--- src/rtl/pulse_meter.sv ---
`default_nettype none
// ============================================================================
// Module   : pulse_meter
// Purpose  : Measures high-pulse lengths on a sampled bit stream, flags rising
//            edges, counts completed pulses and tracks dropped results.
// Revision : 1.0
// ============================================================================
module pulse_meter #(
    parameter int LEN_W = 8,
    parameter int CNT_W = 16
) (
    input  logic             clk_i,
    input  logic             rst_i,
    input  logic             en_i,
    input  logic             clr_i,
    input  logic             q_i,
    output logic             edge_o,
    output logic [LEN_W-1:0] len_o,
    output logic             len_sat_o,
    output logic             len_valid_o,
    input  logic             len_ready_i,
    output logic [CNT_W-1:0] cnt_o,
    output logic             drop_o
);

    localparam logic [1:0]       c_ARM     = 2'd0;
    localparam logic [1:0]       c_LOW     = 2'd1;
    localparam logic [1:0]       c_HIGH    = 2'd2;
    localparam logic [LEN_W-1:0] c_LEN_MAX = '1;

    logic [1:0]       state_q, state_d;
    logic [LEN_W-1:0] len_q, len_d;
    logic [LEN_W-1:0] len_out_q, len_out_d;
    logic             sat_q, sat_d;
    logic             valid_q, valid_d;
    logic             edge_q, edge_d;
    logic             drop_q, drop_d;
    logic [CNT_W-1:0] cnt_q, cnt_d;

    logic w_rise, w_done, w_free, w_load;

    always_ff @(posedge clk_i or posedge rst_i) begin
        if (rst_i) begin
            state_q <= c_ARM;
        end else begin
            state_q <= state_d;
        end
    end

    always_comb begin
        state_d = state_q;
        if (!en_i) begin
            state_d = c_ARM;
        end else begin
            case (state_q)
                c_ARM:   if (!q_i) state_d = c_LOW;
                c_LOW:   if (q_i)  state_d = c_HIGH;
                c_HIGH:  if (!q_i) state_d = c_LOW;
                default: state_d = c_ARM;
            endcase
        end
    end

    always_comb begin
        w_rise    = en_i && (state_q == c_LOW) && q_i;
        w_done    = en_i && (state_q == c_HIGH) && !q_i;
        // A handshake in this cycle frees the slot for a same-cycle load.
        w_free    = !valid_q || len_ready_i;
        w_load    = w_done && w_free;
        edge_d    = w_rise;

        len_d = len_q;
        if (!en_i) begin
            len_d = '0;
        end else if (w_rise) begin
            len_d = LEN_W'(1);
        end else if ((state_q == c_HIGH) && q_i && (len_q != c_LEN_MAX)) begin
            len_d = len_q + LEN_W'(1);
        end

        len_out_d = len_out_q;
        sat_d     = sat_q;
        valid_d   = valid_q;
        if (w_load) begin
            len_out_d = len_q;
            sat_d     = (len_q == c_LEN_MAX);
            valid_d   = 1'b1;
        end else if (valid_q && len_ready_i) begin
            valid_d   = 1'b0;
        end

        cnt_d  = cnt_q;
        drop_d = drop_q;
        if (clr_i) begin
            cnt_d  = '0;
            drop_d = 1'b0;
        end else if (w_done) begin
            cnt_d  = cnt_q + CNT_W'(1);
            drop_d = drop_q | !w_free;
        end
    end

    always_ff @(posedge clk_i or posedge rst_i) begin
        if (rst_i) begin
            len_q     <= '0;
            len_out_q <= '0;
            sat_q     <= 1'b0;
            valid_q   <= 1'b0;
            edge_q    <= 1'b0;
            cnt_q     <= '0;
            drop_q    <= 1'b0;
        end else begin
            len_q     <= len_d;
            len_out_q <= len_out_d;
            sat_q     <= sat_d;
            valid_q   <= valid_d;
            edge_q    <= edge_d;
            cnt_q     <= cnt_d;
            drop_q    <= drop_d;
        end
    end

    assign edge_o      = edge_q;
    assign len_o       = len_out_q;
    assign len_sat_o   = sat_q;
    assign len_valid_o = valid_q;
    assign cnt_o       = cnt_q;
    assign drop_o      = drop_q;

endmodule
`default_nettype wire

--- config.mk ---
export PLATFORM = sky130hd
export DESIGN_NAME = pulse_meter
export DESIGN_NICKNAME = d
export VERILOG_FILES = /design/src/rtl/pulse_meter.sv
export SDC_FILE = /design/constraint.sdc
export NUM_CORES = 1
export LEC_CHECK = 0
export ABC_AREA = 0
export BUFFER_PORTS_ARGS = -buffer_cell sky130_fd_sc_hd__buf_2
export CAP_MARGIN = 15
export CORE_UTILIZATION = 50
export CTS_CLUSTER_SIZE = 20
export DETAILED_ROUTE_END_ITERATION = 6
export PLACE_DENSITY = 0.75
export SKIP_LAST_GASP = 1
export SYNTH_ARGS = -nofsm -noshare
export SYNTH_HDL_FRONTEND = slang
export SYNTH_SLANG_ARGS = --single-unit
--- constraint.sdc ---
create_clock -name clk_i -period 2 [get_ports clk_i]
set_input_delay 0.1 -clock clk_i [delete_from_list [all_inputs] [get_ports clk_i]]
set_output_delay 0.1 -clock clk_i [all_outputs]
set_load 0.1 [all_outputs]
==> results of run 1 <==
## state kept, by name, summed over array words and instances (netlist names)
| name | count |
|---|---|
| cnt_o | 16 |
| len_o | 8 |
| len_q | 8 |
| state_q | 2 |
| drop_o | 1 |
| edge_o | 1 |
| len_sat_o | 1 |
| len_valid_o | 1 |
## synthesized netlist by cell type, drive strengths merged (2+ instances only)
cell type | count | area share (%)
nor2 | 19 | 4.0
nand3 | 8 | 2.3
ha | 2 | 1.4
nor2b | 2 | 0.70
xnor2 | 9 | 4.4
dfrtp | 38 | 54
nor4 | 2 | 0.70
o31ai | 2 | 0.85
or3 | 5 | 1.8
nor3 | 4 | 1.1
and3 | 5 | 1.8
mux2 | 9 | 5.7
nand2b | 4 | 1.4
inv | 3 | 0.63
clkbuf | 5 | 1.1
o21ai | 7 | 2.0
xor2 | 5 | 2.5
or4 | 2 | 0.85
nand2 | 9 | 1.9
o211ai | 2 | 0.85
a21oi | 9 | 2.5
nand4 | 8 | 3.2
## power by group through the flow
stage | Clock (mW) | Sequential, mW | Combinational, mW
after floorplan | 0 | 0.819 | 0.0340
after CTS | 0.430 | 0.781 | 0.0808
after detailed placement | 0 | 0.796 | 0.0793
final | 0.418 | 0.781 | 0.0792
after global placement | 0 | 0.795 | 0.0771
after global routing | 0.468 | 0.782 | 0.0881
## final cells by class
cell class	instances	area (um2)
Fill cell	298	1269
Inverter	3	11.26
Tap cell	46	57.56
Multi-Input combinational cell	122	789.5
Clock inverter	2	12.51
Clock buffer	6	51.30
Timing Repair Buffer	37	197.7
Sequential cell	38	974.7
## cells by family after synthesis
| logic type | count (synthesis) | share of synthesized area (%) |
|---|---|---|
| AOI/OAI and AO/OA | 22 | 7.187 |
| muxes | 10 | 6.272 |
| DFF | 38 | 53.56 |
| and+or+nand+nor | 74 | 22.69 |
| adders and majority gates | 2 | 1.409 |
| xor gates and xnor gates | 14 | 6.906 |
| buffers and inverters | 9 | 1.973 |
## placed cells by master (no fill, tap or decap), types with 2 or more instances in the layout
master	Yosys	layout
o31ai_1	2	2
nor3_1	4	4
dfrtp_1	38	29
nor2b_1	2	2
nor2_1	19	19
or4_1	2	2
dfrtp_4	0	5
xnor2_1	9	9
or3_1	5	5
and3_1	5	5
o21ai_1	2	2
nand2b_1	4	4
dfrtp_2	0	4
xor2_1	5	5
nand3_1	8	8
a21oi_1	9	9
nand2_1	9	9
inv_1	3	3
mux2_2	8	8
nand4_1	7	7
o21ai_0	5	5
buf_2	1	33
o211ai_1	2	2
buf_4	0	3
nor4_1	2	2
ha_1	2	2
clkbuf_4	0	5
## worst max-delay path by stage
stage	endpoint	slack (ns)	cells after the start
after global routing	cnt_o[15]	0.01	4
final	cnt_o[11]	0.11	4
after global placement	cnt_o[11]	0.23	4
after CTS	cnt_o[13]	0.12	4
after floorplan	cnt_o[15]	0.03	4
after detailed placement	cnt_o[13]	0.16	4
## layer usage
metal	vias to the layer above	part of all wire (%)
met1	685	46
met2	49	47
met5	-	0
met3	8	5.4
li1	678	-
met4	0	2.0
## stage by stage
stage | cells | hold slack (ns) | instance area [um2] | total power [mW]
after floorplan | 169 | 0.2166 | 1800 | 0.8526
final | 254 | 0.01910 | 2095 | 1.278
after CTS | 254 | 0.01237 | 2095 | 1.292
after global routing | 254 | 0.0003050 | 2095 | 1.338
after detailed placement | 245 | 0.3291 | 2021 | 0.8752
after global placement | 245 | 0.2984 | 2021 | 0.8723
## worst reg2reg max path: stages (launching register included)
cell and delay [ns]:
dfrtp_1 0.46, nand4bb_1 0.21, or4_1 0.64, or3_1 0.36, a21oi_1 0.14
==> impl_metrics.toml, run 1 <==
[power_and_ir_drop]
p_int_mw = 0.9625
powerDensity_nw_per_um2 = 610.1
seq_power_share_pct = 61.1
clockPowerShare_pct = 32.7
p_sw_mw = 0.3153
peakVddDrop_mv = 0.4673
p_leak_nw = 1.017
swShare_pct = 24.68
comb_power_share_pct = 6.2

[clocking]
numCtsBuffers = 5
cts.path.max_buffers = 2
cts_sinks = 38
hold_buffers = 1
ctsResizeCount = 0
cts_root_buf = "clkbuf_4"
clk_latency_ns = 0.35
path_clk_slew_ns = 0.12
cts_setup_buffers = 0
cts_max_level = 2
cts_tree = "done"

[global_routing]
antenna_found_initial = 0
grt_pass1_vias = 1341
met3_usage_pct = 4.622
grt_pass1_wl_mm = 5.809
grt_busiest_layer = "met2"
use_met1_pct = 27.14
track_usage_pct = 21.16
use_met2_pct = 33.95
grt_max_degree = 24
overflow = 0

[timing]
finalSetupTns_ns = 0
fmax_mhz = 529.6
worstMarginPinSlew_ns = 0.8585
maxSlewViolCount = 0
hold_viol = 0
fin_skew_ns = 0.01263
period_share_pct = 94.41
finalSetupViolCount = 0
slew_headroom_pct = 42.70
fin_crit_ns = 1.888
finalWorstSetupSlack_ns = 0.1119
rsz0062_at_grt = "no"

[placed_design]
post-place-ws_ns = 0.1634
io_buffers = 33
dp_hpwl_mm = 2.522
gp_congestion = 0.8773

[layout]
layout-drive-gt1-share_pct = 29.81
syn_to_final_growth_pct = 17.97
final_nets = 215
final_util_pct = 62.28
n_antenna_cell = 0

[die]
initial_utilization_pct = 52.79
die-area_um2 = 3793
core_um2 = 3363
io_pins = 34
std_cell_rows = 21
die_h_um = 61.59
fp.dieW_um = 61.59

[yosys]
syn-num-nets = 177
synth_edf_count = 0
postSynthCellCount = 169
ys_warn_count = 0
synth_cell_types = 35
ys_ff_latch = 38
synth_area_per_cell_um2 = 10.51
seq_area_frac_synth_pct = 53.56
syn_area_um2 = 1775
async_reset_ff_share_pct = 100.0
ys.flop_type = "dfrtp_1"

[setup_path]
critPathMaxFanout = 7
path_delay_family = "simple AND/OR/NAND/NOR gates"
r2r_slack_ns = 0.11
path_buf_inv = 0
r2r_start = "state_q[0]"
reg2regPathDepth = 4
rr_endpoint = "cnt_o[11]"
cp.required_ns = 2.27
worstSetupPathType = "reg -> reg"
cp_cell_sequence = "nand4bb_1 > or4_1 > or3_1 > a21oi_1"
cpPeakStageDelay_ns = 0.64
start_kind = "flip-flop"
setup.worst_path.start = "state_q[0]"
end_kind = "flip-flop"
arrival_ns = 2.16
cp_slowest_cell = "or4_1"

[route]
drtAntennaViolNets = 0
drt_iter0_drc = 65
drt_wl_total_mm = 3.469
post_drt_wl_per_cell_um = 13.66
drt_first_pass_iters = 4
vias_per_cell = 5.591
route.detailed.drc = 0
vias = 1420

[worst_hold_path]
holdPathEnd = "state_q[0]"
hp-class = "in -> reg"
hp-start = "en_i"
holdPathStages = 3

[outcome]
status = "completed"

[job]
cap_violations = 0
Note: power is estimated with default switching activity, not from simulation.
==> run 2, diff against run 1 <==
--- a/config.mk
+++ b/config.mk
@@ -6,12 +6,12 @@
 export NUM_CORES = 1
 export LEC_CHECK = 0
 export ABC_AREA = 0
-export BUFFER_PORTS_ARGS = -buffer_cell sky130_fd_sc_hd__buf_2
 export CAP_MARGIN = 15
 export CORE_UTILIZATION = 50
 export CTS_CLUSTER_SIZE = 20
 export DETAILED_ROUTE_END_ITERATION = 6
-export PLACE_DENSITY = 0.75
+export DONT_BUFFER_PORTS = 1
+export PLACE_DENSITY_LB_ADDON = 0.2
 export SKIP_LAST_GASP = 1
 export SYNTH_ARGS = -nofsm -noshare
 export SYNTH_HDL_FRONTEND = slang
==> run 2 against run 1 <==
  * Highest routed layer unchanged
  * Core utilization grew 3.2 points
  * Largest cell class unchanged
  * Cell area grew 5.1%
  * Clock power rose by 27%
  * Non-clock buffer count shrank 1
  * Hold slack better by 0.025 ns
  * Cell count fell by 0.79%
==> impl_metrics.toml, run 2 (synthesis gave the netlist of run 1 again) <==
[outcome]
status = "completed"

[power_and_ir_drop]
seq_power_share_pct = 56.0
peakVddDrop_mv = 0.3890
p_sw_mw = 0.3053
swShare_pct = 21.91
p_int_mw = 1.088
comb_power_share_pct = 5.9
total_power_mw = 1.393
powerDensity_nw_per_um2 = 633.2
p_leak_nw = 1.022
clockPowerShare_pct = 38.1

[worst_hold_path]
holdPathStages = 3
hp-class = "in -> reg"

[layout]
final_common_cell = "buf_4"
layout-drive-gt1-share_pct = 27.67
fill_cells = 313
final_util_pct = 65.44
largest_register_ffs = 16
mostFrequentLayoutCells = "buf_4, dfrtp_1, nor2_1"
multi_input_area_um2 = 793.3
final_cells = 252
syn_to_final_growth_pct = 23.96
final_nets = 214
regArea_um2 = 974.7
n_antenna_cell = 0

[placed_design]
placed_cells = 240
gp_congestion = 0.8850
io_buffers = 0
dp_hpwl_mm = 2.525

[clocking]
cts_setup_buffers = 0
cts_tree = "done"
cts_max_level = 2
cts.path.max_buffers = 2
clk_latency_ns = 0.34
cts_sinks = 38
path_clk_slew_ns = 0.10
cts_root_buf = "clkbuf_4"
numCtsBuffers = 5

[timing]
fin_crit_ns = 1.819
worstMarginPinSlew_ns = 0.7981
rsz0062_at_grt = "no"
period_share_pct = 90.95
maxSlewViolCount = 0
finalSetupViolCount = 0
finalSetupTns_ns = 0
slew_headroom_pct = 46.73
hold_viol = 0
fin_skew_ns = 0.006436
fmax_mhz = 549.7

[global_routing]
antenna_found_initial = 0
grt_pass1_wl_mm = 6.009
grt_pass1_vias = 1352
track_usage_pct = 22.43
overflow = 0
grt_max_degree = 22

[setup_path]
start_kind = "flip-flop"
arrival_ns = 2.08
worstSetupPathType = "reg -> reg"
end_kind = "flip-flop"
critPathMaxFanout = 7
cp.required_ns = 2.26
reg2regPathDepth = 4

[die]
die-area_um2 = 3793
initial_utilization_pct = 52.79
fp.dieW_um = 61.59
die_h_um = 61.59
core_um2 = 3363
std_cell_rows = 21
io_pins = 34

[route]
vias_per_cell = 5.591
drtAntennaViolNets = 0
drt_iter0_drc = 66
drt_wl_total_mm = 3.565
route.detailed.drc = 0
drt_first_pass_iters = 4
post_drt_wl_per_cell_um = 14.15
vias = 1409

[job]
cap_violations = 0
run 2: final cells by class:
class	count	area share, %
well taps	46	2.615
flip-flops and latches	38	44.29
clock buffers	6	2.331
repair buffers	36	12.85
inverters	3	0.5117
multi-input cells	122	36.04
clock inverters	1	1.364
run 2: routing by layer:
metal	vias to the layer above	GRT usage (%)	routed length, um
met4	0	10.79	74
met1	690	28.71	1624
met2	37	34.56	1684
met3	7	7.143	181
li1	675	-	-
met5	-	0	0
run 2: repair_timing:
action,4_1_cts,5_1_grt
hold buffers,5,0
hold endpoints to repair,42,0
endpoints found under the setup margin,0,3
gates resized for setup,0,1
run 2: worst paths after layout:
path | slack [ns] | from | to
worst min register to register | 0.50 | len_sat_o | len_sat_o
max in group asynchronous | 0.92 | rst_i | len_q[4]
worst max-delay path | 0.18 | state_q[0] | cnt_o[11]
worst max register to register | 0.18 | state_q[0] | cnt_o[11]
worst min-delay path | 0.04 | q_i | len_q[6]
min in group asynchronous | 0.34 | rst_i | cnt_o[7]
run 2: per-stage QoR:
step	hold WS (ns)	cell area, um2	worst slack [ns]
3_3_place_gp	0.1626	2066	0.2368
2_1_floorplan	0.2166	1800	0.02859
4_1_cts	0.02023	2197	0.1035
3_5_place_dp	0.1656	2066	0.1345
5_1_grt	0.1033	2201	0.07197
6_report	0.04394	2201	0.1810
run 2: power groups by stage:
stage	Combinational, mW	Sequential, mW	Clock (mW)
final	0.0823	0.780	0.531
after CTS	0.0834	0.780	0.546
after global routing	0.0900	0.782	0.574
after global placement	0.0679	0.795	0
after detailed placement	0.0701	0.796	0
after floorplan	0.0340	0.819	0
run 2: worst max-delay path: stages, from the launching register on:
cell and delay (ns):
dfrtp_1 0.44, nand4bb_1 0.23, or4_4 0.58, or3_1 0.34, a21oi_1 0.15
==> run 3, diff against run 2 <==
--- a/config.mk
+++ b/config.mk
@@ -6,11 +6,12 @@
 export NUM_CORES = 1
 export LEC_CHECK = 0
 export ABC_AREA = 0
+export BUFFER_PORTS_ARGS = -buffer_cell sky130_fd_sc_hd__buf_2
 export CAP_MARGIN = 15
 export CORE_UTILIZATION = 50
 export CTS_CLUSTER_SIZE = 20
 export DETAILED_ROUTE_END_ITERATION = 6
-export DONT_BUFFER_PORTS = 1
+export GPL_TIMING_DRIVEN = 0
 export PLACE_DENSITY_LB_ADDON = 0.2
 export SKIP_LAST_GASP = 1
 export SYNTH_ARGS = -nofsm -noshare
==> run 3 against run 2 <==
  * Via count rose by 1.7%
  * Register-to-register slack got worse by 0.09 ns
  * Core utilization fell by 1.7 points
  * Global-route usage fell by 1.1 points
  * Sequential share of layout area rose by 1.2 points
  * Power rose by 1.7%
  * Routed wire length rose by 3.6%
  * Critical path type unchanged
  * Largest cell class unchanged
==> impl_metrics.toml, run 3 (synthesis gave the netlist of run 1 again) <==
[timing]
finalSetupTns_ns = 0
slew_headroom_pct = 55.98
period_share_pct = 95.30
fin_skew_ns = 0.01426
hold_ws_ns = 0.02469
hold_viol = 0
worstMarginPinSlew_ns = 0.6595
maxSlewViolCount = 0
fmax_mhz = 524.7
fin_crit_ns = 1.906
finalWorstSetupSlack_ns = 0.09409
finalSetupViolCount = 0
rsz0062_at_grt = "no"

[placed_design]
post-place-ws_ns = 0.1017
gp_congestion = 0.8834
dpl_cell_area_um2 = 2046
dp_hpwl_mm = 2.586
io_buffers = 32
placed_cells = 248

[layout]
fill_cells = 312
mostFrequentLayoutCells = "buf_2, dfrtp_1, nor2_1"
n_antenna_cell = 0
final_cells = 257
largest_register_ffs = 16
final_nets = 218
layout-drive-gt1-share_pct = 29.38
design_area_um2 = 2145
syn_to_final_growth_pct = 20.79
final_common_cell = "buf_2"

[die]
initial_utilization_pct = 52.79
core_um2 = 3363
std_cell_rows = 21
fp.dieW_um = 61.59
io_pins = 34
die-area_um2 = 3793
die_h_um = 61.59

[setup_path]
cp_cell_sequence = "nand4bb_1 > or4_1 > buf_2 > or3_1 > a21oi_1"
worstSetupPathType = "reg -> reg"
arrival_ns = 2.17
end_kind = "flip-flop"
critPathMaxFanout = 7
cp_slowest_cell = "or4_1"
cpPeakStageDelay_ns = 0.51
cp.required_ns = 2.27
start_kind = "flip-flop"

[route]
post_drt_wl_per_cell_um = 14.37
drt_wl_total_mm = 3.692
drt_first_pass_iters = 4
drtAntennaViolNets = 0
vias_per_cell = 5.576
drt_iter0_drc = 76
vias = 1433
route.detailed.drc = 0

[clocking]
cts.path.max_buffers = 2
cts_root_buf = "clkbuf_4"
cts_max_level = 2
path_clk_slew_ns = 0.12
clk_latency_ns = 0.35
cts_setup_buffers = 0
numCtsBuffers = 5
cts_sinks = 38
cts_tree = "done"

[global_routing]
use_met1_pct = 27.16
met3_usage_pct = 5.672
grt_busiest_layer = "met2"
grt_max_degree = 25
track_usage_pct = 21.36
use_met2_pct = 34.87
antenna_found_initial = 0
grt_pass1_wl_mm = 5.816
overflow = 0
grt_pass1_vias = 1323

[power_and_ir_drop]
peakVddDrop_mv = 0.5449
powerDensity_nw_per_um2 = 660.9
p_leak_nw = 1.033

[outcome]
status = "completed"

[job]
cap_violations = 0

[worst_hold_path]
hp-class = "in -> reg"
==> run 3: cell count changes in the layout (fill, tap and decap cells not counted), sizes merged <==
cell | previous run | this run
clkbuf | 6 | 12
dlygate4sd3 | 5 | 1
buf | 31 | 34
==> run 3: path summary, 6_finish.rpt <==
check                           start        end  slack (ns)  cells after the start
setup reg to reg           state_q[0]  cnt_o[15]        0.09                      5
min in group asynchronous       rst_i   cnt_o[2]        0.39                      3
max in group asynchronous       rst_i   cnt_o[6]        1.04                      4
hold reg to reg             len_sat_o  len_sat_o        0.50                      2
hold / removal                   en_i   len_q[0]        0.02                      2
setup / recovery           state_q[0]  cnt_o[15]        0.09                      5
==> run 3: repair_timing <==
action,4_1_cts,5_1_grt
endpoints found under the setup margin,0,9
gates resized for setup,0,2
endpoints found under the hold margin,14,0
hold buffers,1,0
==> run 3: metrics by stage <==
stage	power, mW	utilization (%)
floorplan	0.8526	-
global placement	0.8710	60.01
detailed placement	0.8806	60.83
CTS	1.424	63.65
global route	1.467	63.76
finish	1.417	63.76
==> run 3: per-layer routing <==
metal	wire length (um)	vias to the layer above	share of wire [%]
met5	0	-	0
met4	65	0	1.8
met3	175	7	4.7
met2	1783	40	48
met1	1668	700	45
li1	-	686	-
==> run 3: area by class of cell <==
| cell class | instances | area, um2 | area share (%) |
|---|---|---|---|
| Buffer | 6 | 25.02 | 1.167 |
| Tap cell | 46 | 57.56 | 2.684 |
| Inverter | 3 | 11.26 | 0.5251 |
| Multi-Input combinational cell | 122 | 792.0 | 36.93 |
| Clock inverter | 1 | 30.03 | 1.400 |
| Sequential cell | 38 | 975.9 | 45.51 |
| Timing Repair Buffer | 34 | 197.7 | 9.218 |
| Clock buffer | 7 | 55.05 | 2.567 |
==> run 3: power breakdown <==
group | switching (mW) | total [mW] | leakage, nW | internal, mW
logic | 0.0619 | 0.0851 | 0.477 | 0.0231
clock network | 0.252 | 0.551 | 0.0455 | 0.299
registers | 0.00687 | 0.781 | 0.511 | 0.774
total | 0.321 | 1.42 | 1.03 | 1.10
==> run 3: critical path: cells and delay by family (launching register included) <==
kind / cells / cell delay [ns]
DFF: 1 / 0.46
and+or+nand+nor: 3 / 1.04
AOI/OAI and AO/OA: 1 / 0.17
buffers and inverters: 1 / 0.17
